File: src/rtl/hdmi_audio_pacer.sv
// Fractional-rate audio clock (phase accumulator) plus frame FIFO feeding
// the HDMI core one sample frame per audio period.
module hdmi_audio_pacer #(
    parameter int unsigned CLK_HZ       = 32000000,
    parameter int unsigned CHANNELS     = 2,
    parameter int unsigned SAMPLE_WIDTH = 16,
    parameter int unsigned DEPTH        = 8
) (
    input  logic                               clk,
    input  logic                               reset,
    input  logic [1:0]                         rate_sel,
    input  logic                               in_valid,
    output logic                               in_ready,
    input  logic [CHANNELS*SAMPLE_WIDTH-1:0]   in_data,
    output logic                               clk_audio,
    output logic                               sample_stb,
    output logic [CHANNELS*SAMPLE_WIDTH-1:0]   audio_word,
    output logic [$clog2(DEPTH):0]             level,
    output logic [7:0]                         underrun_cnt,
    input  logic                               underrun_clr
);

    localparam int unsigned AW = $clog2(DEPTH);
    localparam int unsigned W  = CHANNELS * SAMPLE_WIDTH;

    logic [31:0]   acc_q;
    logic [31:0]   rate_q;
    logic [31:0]   rate_dec;
    logic [31:0]   sum;
    logic          clk_audio_q;
    logic          stb_q;
    logic [W-1:0]  word_q;
    logic [AW:0]   level_q, level_d;
    logic [7:0]    ur_q, ur_d;
    logic [AW-1:0] rd_q, wr_q;
    logic [W-1:0]  mem [DEPTH];

    logic toggle, rise, fall;
    logic full, empty, push, pop;

    // Two toggles per audio period, so the accumulator advances by 2*rate.
    assign sum    = acc_q + (rate_q << 1);
    assign toggle = sum >= 32'(CLK_HZ);
    assign rise   = toggle && !clk_audio_q;
    assign fall   = toggle && clk_audio_q;

    assign full     = level_q == (AW+1)'(DEPTH);
    assign empty    = level_q == '0;
    assign in_ready = !full && !reset;
    assign push     = in_valid && in_ready;
    assign pop      = fall && !empty;

    always_comb begin
        rate_dec = 32'd48000;
        unique case (rate_sel)
            2'd0: rate_dec = 32'd48000;
            2'd1: rate_dec = 32'd44100;
            2'd2: rate_dec = 32'd32000;
            2'd3: rate_dec = 32'd96000;
        endcase
    end

    always_comb begin
        level_d = level_q;
        if (push && !pop)
            level_d = level_q + 1'b1;
        else if (!push && pop)
            level_d = level_q - 1'b1;
    end

    // Clear wins over a coincident underrun.
    always_comb begin
        ur_d = ur_q;
        if (fall && empty && ur_q != 8'hff)
            ur_d = ur_q + 8'd1;
        if (underrun_clr)
            ur_d = 8'd0;
    end

    always_ff @(posedge clk or posedge reset) begin
        if (reset) begin
            acc_q       <= '0;
            rate_q      <= 32'd48000;
            clk_audio_q <= 1'b0;
            stb_q       <= 1'b0;
            word_q      <= '0;
            level_q     <= '0;
            ur_q        <= '0;
            rd_q        <= '0;
            wr_q        <= '0;
        end else begin
            acc_q   <= toggle ? sum - 32'(CLK_HZ) : sum;
            stb_q   <= rise;
            level_q <= level_d;
            ur_q    <= ur_d;
            if (toggle)
                clk_audio_q <= !clk_audio_q;
            if (fall)
                rate_q <= rate_dec;
            if (pop) begin
                word_q <= mem[rd_q];
                rd_q   <= rd_q + 1'b1;
            end
            if (push)
                wr_q <= wr_q + 1'b1;
        end
    end

    always_ff @(posedge clk) begin
        if (push)
            mem[wr_q] <= in_data;
    end

    assign clk_audio    = clk_audio_q;
    assign sample_stb   = stb_q;
    assign audio_word   = word_q;
    assign level        = level_q;
    assign underrun_cnt = ur_q;

endmodule

File: config.mk
export PLATFORM = sky130hd
export DESIGN_NAME = hdmi_audio_pacer
export DESIGN_NICKNAME = d
export VERILOG_FILES = /design/src/rtl/hdmi_audio_pacer.sv
export SDC_FILE = /design/constraint.sdc
export NUM_CORES = 1
export LEC_CHECK = 0
export CAP_MARGIN = 20
export CORE_MARGIN = 5
export CORE_UTILIZATION = 54
export CTS_CLUSTER_DIAMETER = 120
export DETAILED_ROUTE_END_ITERATION = 10
export GPL_ROUTABILITY_DRIVEN = 0
export GPL_TIMING_DRIVEN = 0
export PLACE_DENSITY = 0.76
export SLEW_MARGIN = 25
export SYNTH_ARGS = -nofsm -noshare
export SYNTH_HDL_FRONTEND = slang
export SYNTH_SLANG_ARGS = --single-unit
File: constraint.sdc
create_clock -name clk -period 4.35 [get_ports clk]
set_input_delay 0.87 -clock clk [delete_from_list [all_inputs] [get_ports clk]]
set_output_delay 0.87 -clock clk [all_outputs]
set_load 0.01 [all_outputs]
==> impl_metrics.env, run 1 <==
export IMPL_status="complete, but fails checks"
export IMPL_violations="negative setup slack"
export IMPL_crit_chain="ha_4, a211o_4, a211oi_4, buf_4, o2111a_1, a31oi_1, a22oi_2, nand2_2, o41a_4, a311oi_4, buf_6, inv_4, ha_4, inv_4, ha_4, a21o_1, a21oi_2, xnor2_1, nor2_1, xor2_1"
export IMPL_synth_main_ff_cell="edfxtp_1"
export IMPL_worst_pin_slew_ps=990
export IMPL_diodes=0
export IMPL_hold_slack_ps=510
export IMPL_crit_path_max_incr_delay_ps=600
export IMPL_crit_fanout=6
export IMPL_ys_seq_area_share_pct=65.9
export IMPL_clock_skew_ps=25.3
export IMPL_maxCapViolations=0
export IMPL_synth_edf_count=256
export IMPL_syn_inst=924
export IMPL_core_area_um2=27700
export IMPL_cts_clk_slew_worst_paths_ps=60
export IMPL_die_x_um=177
export IMPL_hold_buffers=0
export IMPL_post_drt_wl_per_cell_um=22.0
export IMPL_crit_path_end_kind="flop"
export IMPL_crit_type="flop to flop"
export IMPL_drc=0
export IMPL_grt_pass1_vias=9049
export IMPL_grt_max_degree=64
export IMPL_cts_buffer_depth=3
export IMPL_viasPerCell=5.82
export IMPL_dp_cells=1406
export IMPL_clock_sinks=346
export IMPL_cellPowerDensity_nw_per_um2=407
export IMPL_nets=1165
export IMPL_syn_cell_area_um2=15100
export IMPL_setup_ws_ps=-63.7
export IMPL_die_area_um2=31400
export IMPL_synth_area_leaders="edfxtp_1 (51%), dfrtp_1 (14%), mux4_2 (9.6%), mux2i_1 (2.3%), ha_1 (2.2%)"
export IMPL_dp_hpwl_mm=20.8
export IMPL_io_buffers=84
export IMPL_syn_nets=989
export IMPL_area_delta_synth_final_pct=23.1
export IMPL_required_ps=4760
export IMPL_cts_tree="built"
export IMPL_cts_root_buf="clkbuf_16"
export IMPL_ys_warnings_count=0
export IMPL_overflow=0
export IMPL_clock_latency_ps=530
export IMPL_hp_class="flop to flop"
export IMPL_finalCriticalPeriod_ps=4410
export IMPL_ys_types=89
export IMPL_fillers=1816
export IMPL_clock_fmax_mhz=227
export IMPL_yosysTopAreaCell="edfxtp_1"
export IMPL_std_cell_rows=61
export IMPL_grtUsageTotal_pct=21.6
export IMPL_crit_slowest_cell="dfstp_2"
export IMPL_die_h_um=177
export IMPL_syn_avg_cell_area_um2=16.3
export IMPL_final_hold_viol_count=0
export IMPL_synth_top_area_share_pct=50.9
export IMPL_finalSetupViolations=2
export IMPL_cts_buffers=37
export IMPL_utilization_pct=67.1
export IMPL_arrival_ps=4820
export IMPL_slew_headroom_pct=34.0
export IMPL_ant_nets=0
export IMPL_async_reset_ff_share_pct=26.0
export IMPL_fin_crit_sh_pct=101
export IMPL_start_util_pct=54.5
export IMPL_first_pass_iters=5
export IMPL_startpoint_type="flop"
export IMPL_dp_slack_ps=-1240
export IMPL_drive_gt1_share_pct=29.4
export IMPL_instances_no_fill=1507
export IMPL_grt_antenna_before_repair=1
export IMPL_via_count=8773
export IMPL_ys_ff_latch=346
export IMPL_htreeDepth=2
export IMPL_cpMostUsedCell="ha_4"
export IMPL_grt_pass1_wl_mm=52.0
export IMPL_peakVddDrop_uv=327
export IMPL_power_leakage_nw=6.37
export IMPL_drt_iter0_drc=768
export IMPL_grt_setup_unrepaired="yes"
export IMPL_drt_wl_total_mm=33.1
export IMPL_p_total_w=0.00756
export IMPL_slew_violations=0
export IMPL_pin_count=85
## routing by layer
layer | vias up | share of wire (%) | global-route usage (%)
met1 | 4489 | 41 | 29.4
met5 | - | 0.048 | 0
met3 | 52 | 6.1 | 3.74
li1 | 3935 | - | -
met4 | 2 | 1.9 | 4.61
met2 | 295 | 51 | 37.1
## repair_timing
item / CTS / global route
gates resized for setup: 33 / 19
pin swaps: 21 / 28
endpoints found under the setup margin: 58 / 24
buffers inserted: 21 / 15
## cells in the final DEF (no fill, tap or decap), types with 8 or more instances in the layout
| cell | instances |
|---|---|
| xor2_1 | 20 |
| o211ai_1 | 8 |
| o21ai_0 | 8 |
| clkbuf_1 | 22 |
| mux4_2 | 64 |
| mux2i_1 | 34 |
| buf_6 | 8 |
| a21oi_1 | 19 |
| a21oi_2 | 39 |
| mux2_2 | 10 |
| xnor2_1 | 23 |
| buf_4 | 46 |
| nor2_1 | 64 |
| ha_1 | 16 |
| and3_1 | 9 |
| inv_1 | 15 |
| clkbuf_16 | 37 |
| nand3_1 | 14 |
| nand4_1 | 10 |
| buf_16 | 9 |
| dfrtp_1 | 84 |
| nand2_1 | 26 |
| clkdlybuf4s50_1 | 84 |
| edfxtp_1 | 256 |
## where the power goes
group | internal [W] | switching (W) | leakage (nW)
clock network | 0.00180 | 0.00127 | 0.582
logic | 0.000273 | 0.000339 | 2.31
registers | 0.00378 | 0.0000988 | 3.48
## state kept, by name, indices dropped and copies added, names as in the netlist
register	count
acc_q	29
audio_word	32
clk_audio	1
level	4
mem	256
rate_q	9
rd_q	3
sample_stb	1
underrun_cnt	8
wr_q	3
## worst max-delay path, delay by kind of cell (launching register included)
family | cells | cell delay [ps]
xor+xnor | 2 | 260
fa+ha+maj | 3 | 590
compound gates | 9 | 2210
buf+inv | 4 | 440
simple gates | 2 | 180
flops | 1 | 600
## logic make-up after synthesis
group	Yosys count	synth area share (%)
xor gates and xnor gates	50	3.00
muxes	110	12.7
buffers and inverters	60	2.25
AOI/OAI and AO/OA	141	7.48
DFF	346	65.9
and+or+nand+nor	190	6.38
adders and majority gates	27	2.29
## final timing paths
path	slack (ps)	start	end	cells after the start
max	-60	rate_q[12]	level[3]	20
min	510	rate_q[15]	rate_q[15]	2
max reg2reg	-60	rate_q[12]	level[3]	20
min reg2reg	510	rate_q[15]	rate_q[15]	2
max in group asynchronous	2960	reset	audio_word[5]	3
min in group asynchronous	730	reset	rate_q[16]	2
## metrics by stage
stage	instance area (um2)	setup TNS [ps]
6_report	18600	-103
5_1_grt	18600	-581
4_1_cts	18400	-164
3_5_place_dp	16900	-12320
3_3_place_gp	16500	-423650
2_1_floorplan	15200	-829
## final cells by class
| type | count | area [um2] | share of cell area [%] |
|---|---|---|---|
| flip-flops and latches | 346 | 9950 | 53.5 |
| well taps | 378 | 473 | 2.55 |
| repair buffers | 140 | 1470 | 7.91 |
| multi-input cells | 518 | 5180 | 27.9 |
| inverters | 18 | 77.6 | 0.418 |
| clock buffers | 46 | 980 | 5.27 |
| clock inverters | 22 | 213 | 1.15 |
| plain buffers | 39 | 238 | 1.28 |
## Yosys cell counts, drive strengths merged (4+ instances only)
library cell	instances
nor2b	4
nor2	72
and3	12
o21ai	14
a21oi	60
mux2i	35
nand2	32
or2	5
buf	26
clkbuf	16
edfxtp	256
a211oi	5
nand3	17
xor2	22
ha	26
mux4	64
o31ai	4
dfrtp	85
inv	18
o211ai	8
a31oi	7
dfstp	5
xnor2	28
nand2b	4
mux2	11
nand4	10
and2	7
a21o	7
nor3	11
Power figures use the tool's default switching activity.
==> inputs of run 2 (changes only) <==
CORE_ASPECT_RATIO = 0.6   (was not set)
CORE_UTILIZATION = 62   (was 54)
PLACE_DENSITY = 0.82   (was 0.76)
SLEW_MARGIN = 20   (was 25)
clock period = 5.2 ns   (was 4.35 ns; I/O delays follow)
==> impl_metrics.env, run 2 (synthesis results as in run 1) <==
export IMPL_power_leakage_nw=6.18
export IMPL_std_cell_rows=44
export IMPL_grt_pass1_vias=8942
export IMPL_placed_area_um2=16700
export IMPL_cellPowerDensity_nw_per_um2=342
export IMPL_worst_pin_slew_ps=998
export IMPL_grt_pass1_wl_mm=52.5
export IMPL_grt_busiest_layer="met2"
export IMPL_cts_root_buf="clkbuf_16"
export IMPL_grtUsageTotal_pct=25.0
export IMPL_arrival_ps=5430
export IMPL_area_delta_synth_final_pct=19.7
export IMPL_cp_top_family="compound AO/OA/AOI/OAI gates"
export IMPL_start_util_pct=62.7
export IMPL_reg2reg_depth=20
export IMPL_cts_buffer_depth=3
export IMPL_crit_path_end_kind="flop"
export IMPL_drc=0
export IMPL_clock_latency_ps=570
export IMPL_drive_gt1_share_pct=26.7
export IMPL_use_met2_pct=39.6
export IMPL_cts_tree="built"
export IMPL_fin_crit_sh_pct=95.7
export IMPL_cp_num_buf_inv=5
export IMPL_crit_chain="ha_1, buf_6, a211o_2, a221oi_4, buf_4, a31oi_1, xnor2_2, nand4_1, o41a_4, a311oi_4, buf_12, inv_2, ha_1, inv_2, ha_1, a21o_1, a21oi_2, xnor2_1, nor2_1, xor2_1"
export IMPL_cp_num_cells=20
export IMPL_crit_slowest_cell="dfstp_2"
export IMPL_rr_startpoint="rate_q[12]"
export IMPL_dp_hpwl_mm=21.9
export IMPL_hold_buffers=0
export IMPL_rr_endpoint="level[3]"
export IMPL_post_drt_wl_per_cell_um=24.2
export IMPL_instances_no_fill=1422
export IMPL_viasPerCell=6.31
export IMPL_startpoint="rate_q[12]"
export IMPL_pin_count=85
export IMPL_ant_nets=0
export IMPL_slew_violations=0
export IMPL_worstSetupEndpoint="level[3]"
export IMPL_postLayoutCellArea_um2=18100
export IMPL_crit_path_max_incr_delay_ps=590
export IMPL_core_area_um2=24100
export IMPL_drt_iter0_drc=836
export IMPL_maxCapViolations=0
export IMPL_status="finished, final reports clean"
export IMPL_finalCriticalPeriod_ps=4980
export IMPL_crit_fanout=15
export IMPL_clock_skew_ps=12.9
export IMPL_use_met1_pct=37.1
export IMPL_die_h_um=131
export IMPL_fillers=1342
export IMPL_startpoint_type="flop"
export IMPL_die_x_um=211
export IMPL_die_area_um2=27700
export IMPL_nets=1140
export IMPL_peakVddDrop_uv=267
export IMPL_first_pass_iters=5
export IMPL_drt_wl_total_mm=34.4
export IMPL_io_buffers=84
export IMPL_clock_sinks=346
export IMPL_required_ps=5650
export IMPL_cpMostUsedCell="ha_1"
export IMPL_cts_clk_slew_worst_paths_ps=70
export IMPL_crit_type="flop to flop"
export IMPL_grt_antenna_before_repair=0
export IMPL_final_hold_viol_count=0
export IMPL_htreeDepth=1
export IMPL_via_count=8972
export IMPL_hp_class="flop to flop"
export IMPL_clock_fmax_mhz=201
export IMPL_layout_commonest_cell="edfxtp_1"
export IMPL_rrSetupSlack_ps=220
export IMPL_slew_headroom_pct=33.5
export IMPL_finalSetupViolations=0
export IMPL_gr_usage_met3_pct=5.03
export IMPL_cts_buffers=30
export IMPL_grt_max_degree=54
export IMPL_overflow=0
export IMPL_largest_register_ffs=256
export IMPL_max_flop_register="mem"
export IMPL_layout_common_cells="edfxtp_1 (256), dfrtp_1 (84), clkdlybuf4s50_1 (84)"
export IMPL_dp_cells=1345
run 2: cell types whose count changed in the layout (fill, tap and decap cells not counted), moves of 3 or more:
cell	change
clkinv_1	-3
buf_4	-15
buf_6	-3
bufinv_16	+4
ha_1	+5
clkbuf_16	-7
clkbuf_1	-6
a21oi_1	+3
buf_2	+3
ha_4	-3
run 2: how the worst min path moves through the flow:
| stage | from | endpoint | cells past startpoint | slack [ps] |
|---|---|---|---|---|
| after floorplan | rate_q[14] | rate_q[14] | 2 | 470 |
| after global placement | clk_audio | sample_stb | 1 | 470 |
| after detailed placement | clk_audio | sample_stb | 1 | 470 |
| after CTS | clk_audio | sample_stb | 1 | 480 |
| after global routing | clk_audio | sample_stb | 1 | 510 |
| final | clk_audio | sample_stb | 1 | 490 |
run 2: report_power, final:
group | switching (W) | internal (W)
logic | 0.000280 | 0.000203
clock network | 0.00102 | 0.00143
registers | 0.0000828 | 0.00316
total | 0.00138 | 0.00479
run 2: through the flow:
stage               total power [W]  setup WS [ps]  hold slack [ps]  util, %  setup TNS, ps
finish                      0.00617            223              487     75.1              0
global route                0.00637          -20.7              507     75.1          -20.7
CTS                         0.00620         0.0866              475     74.1              0
detailed placement          0.00377           -612              465     69.2          -1210
global placement            0.00369          -1640              472     67.9        -113500
floorplan                   0.00351            422              475        -              0
run 2: layout make-up:
cell class,count,area (um2),area share [%]
diodes,1,2.50,0.0139
clock buffers,31,764,4.23
multi-input cells,518,5030,27.9
plain buffers,41,255,1.41
flip-flops and latches,346,9950,55.1
well taps,322,403,2.23
repair buffers,120,1250,6.95
clock inverters,25,327,1.81
inverters,18,72.6,0.402
run 2: repair_timing:
| action | 4_1_cts | 5_1_grt |
|---|---|---|
| resized for setup | 10 | 25 |
| setup endpoints to repair | 3 | 3 |
| buffers inserted | 4 | 17 |
| pin swaps | 3 | 15 |
run 2: metal layers:
layer	vias to the layer above	part of all wire, %
met3	61	8.3
met1	4580	42
met5	-	0
met2	430	47
met4	0	2.1
li1	3901	-
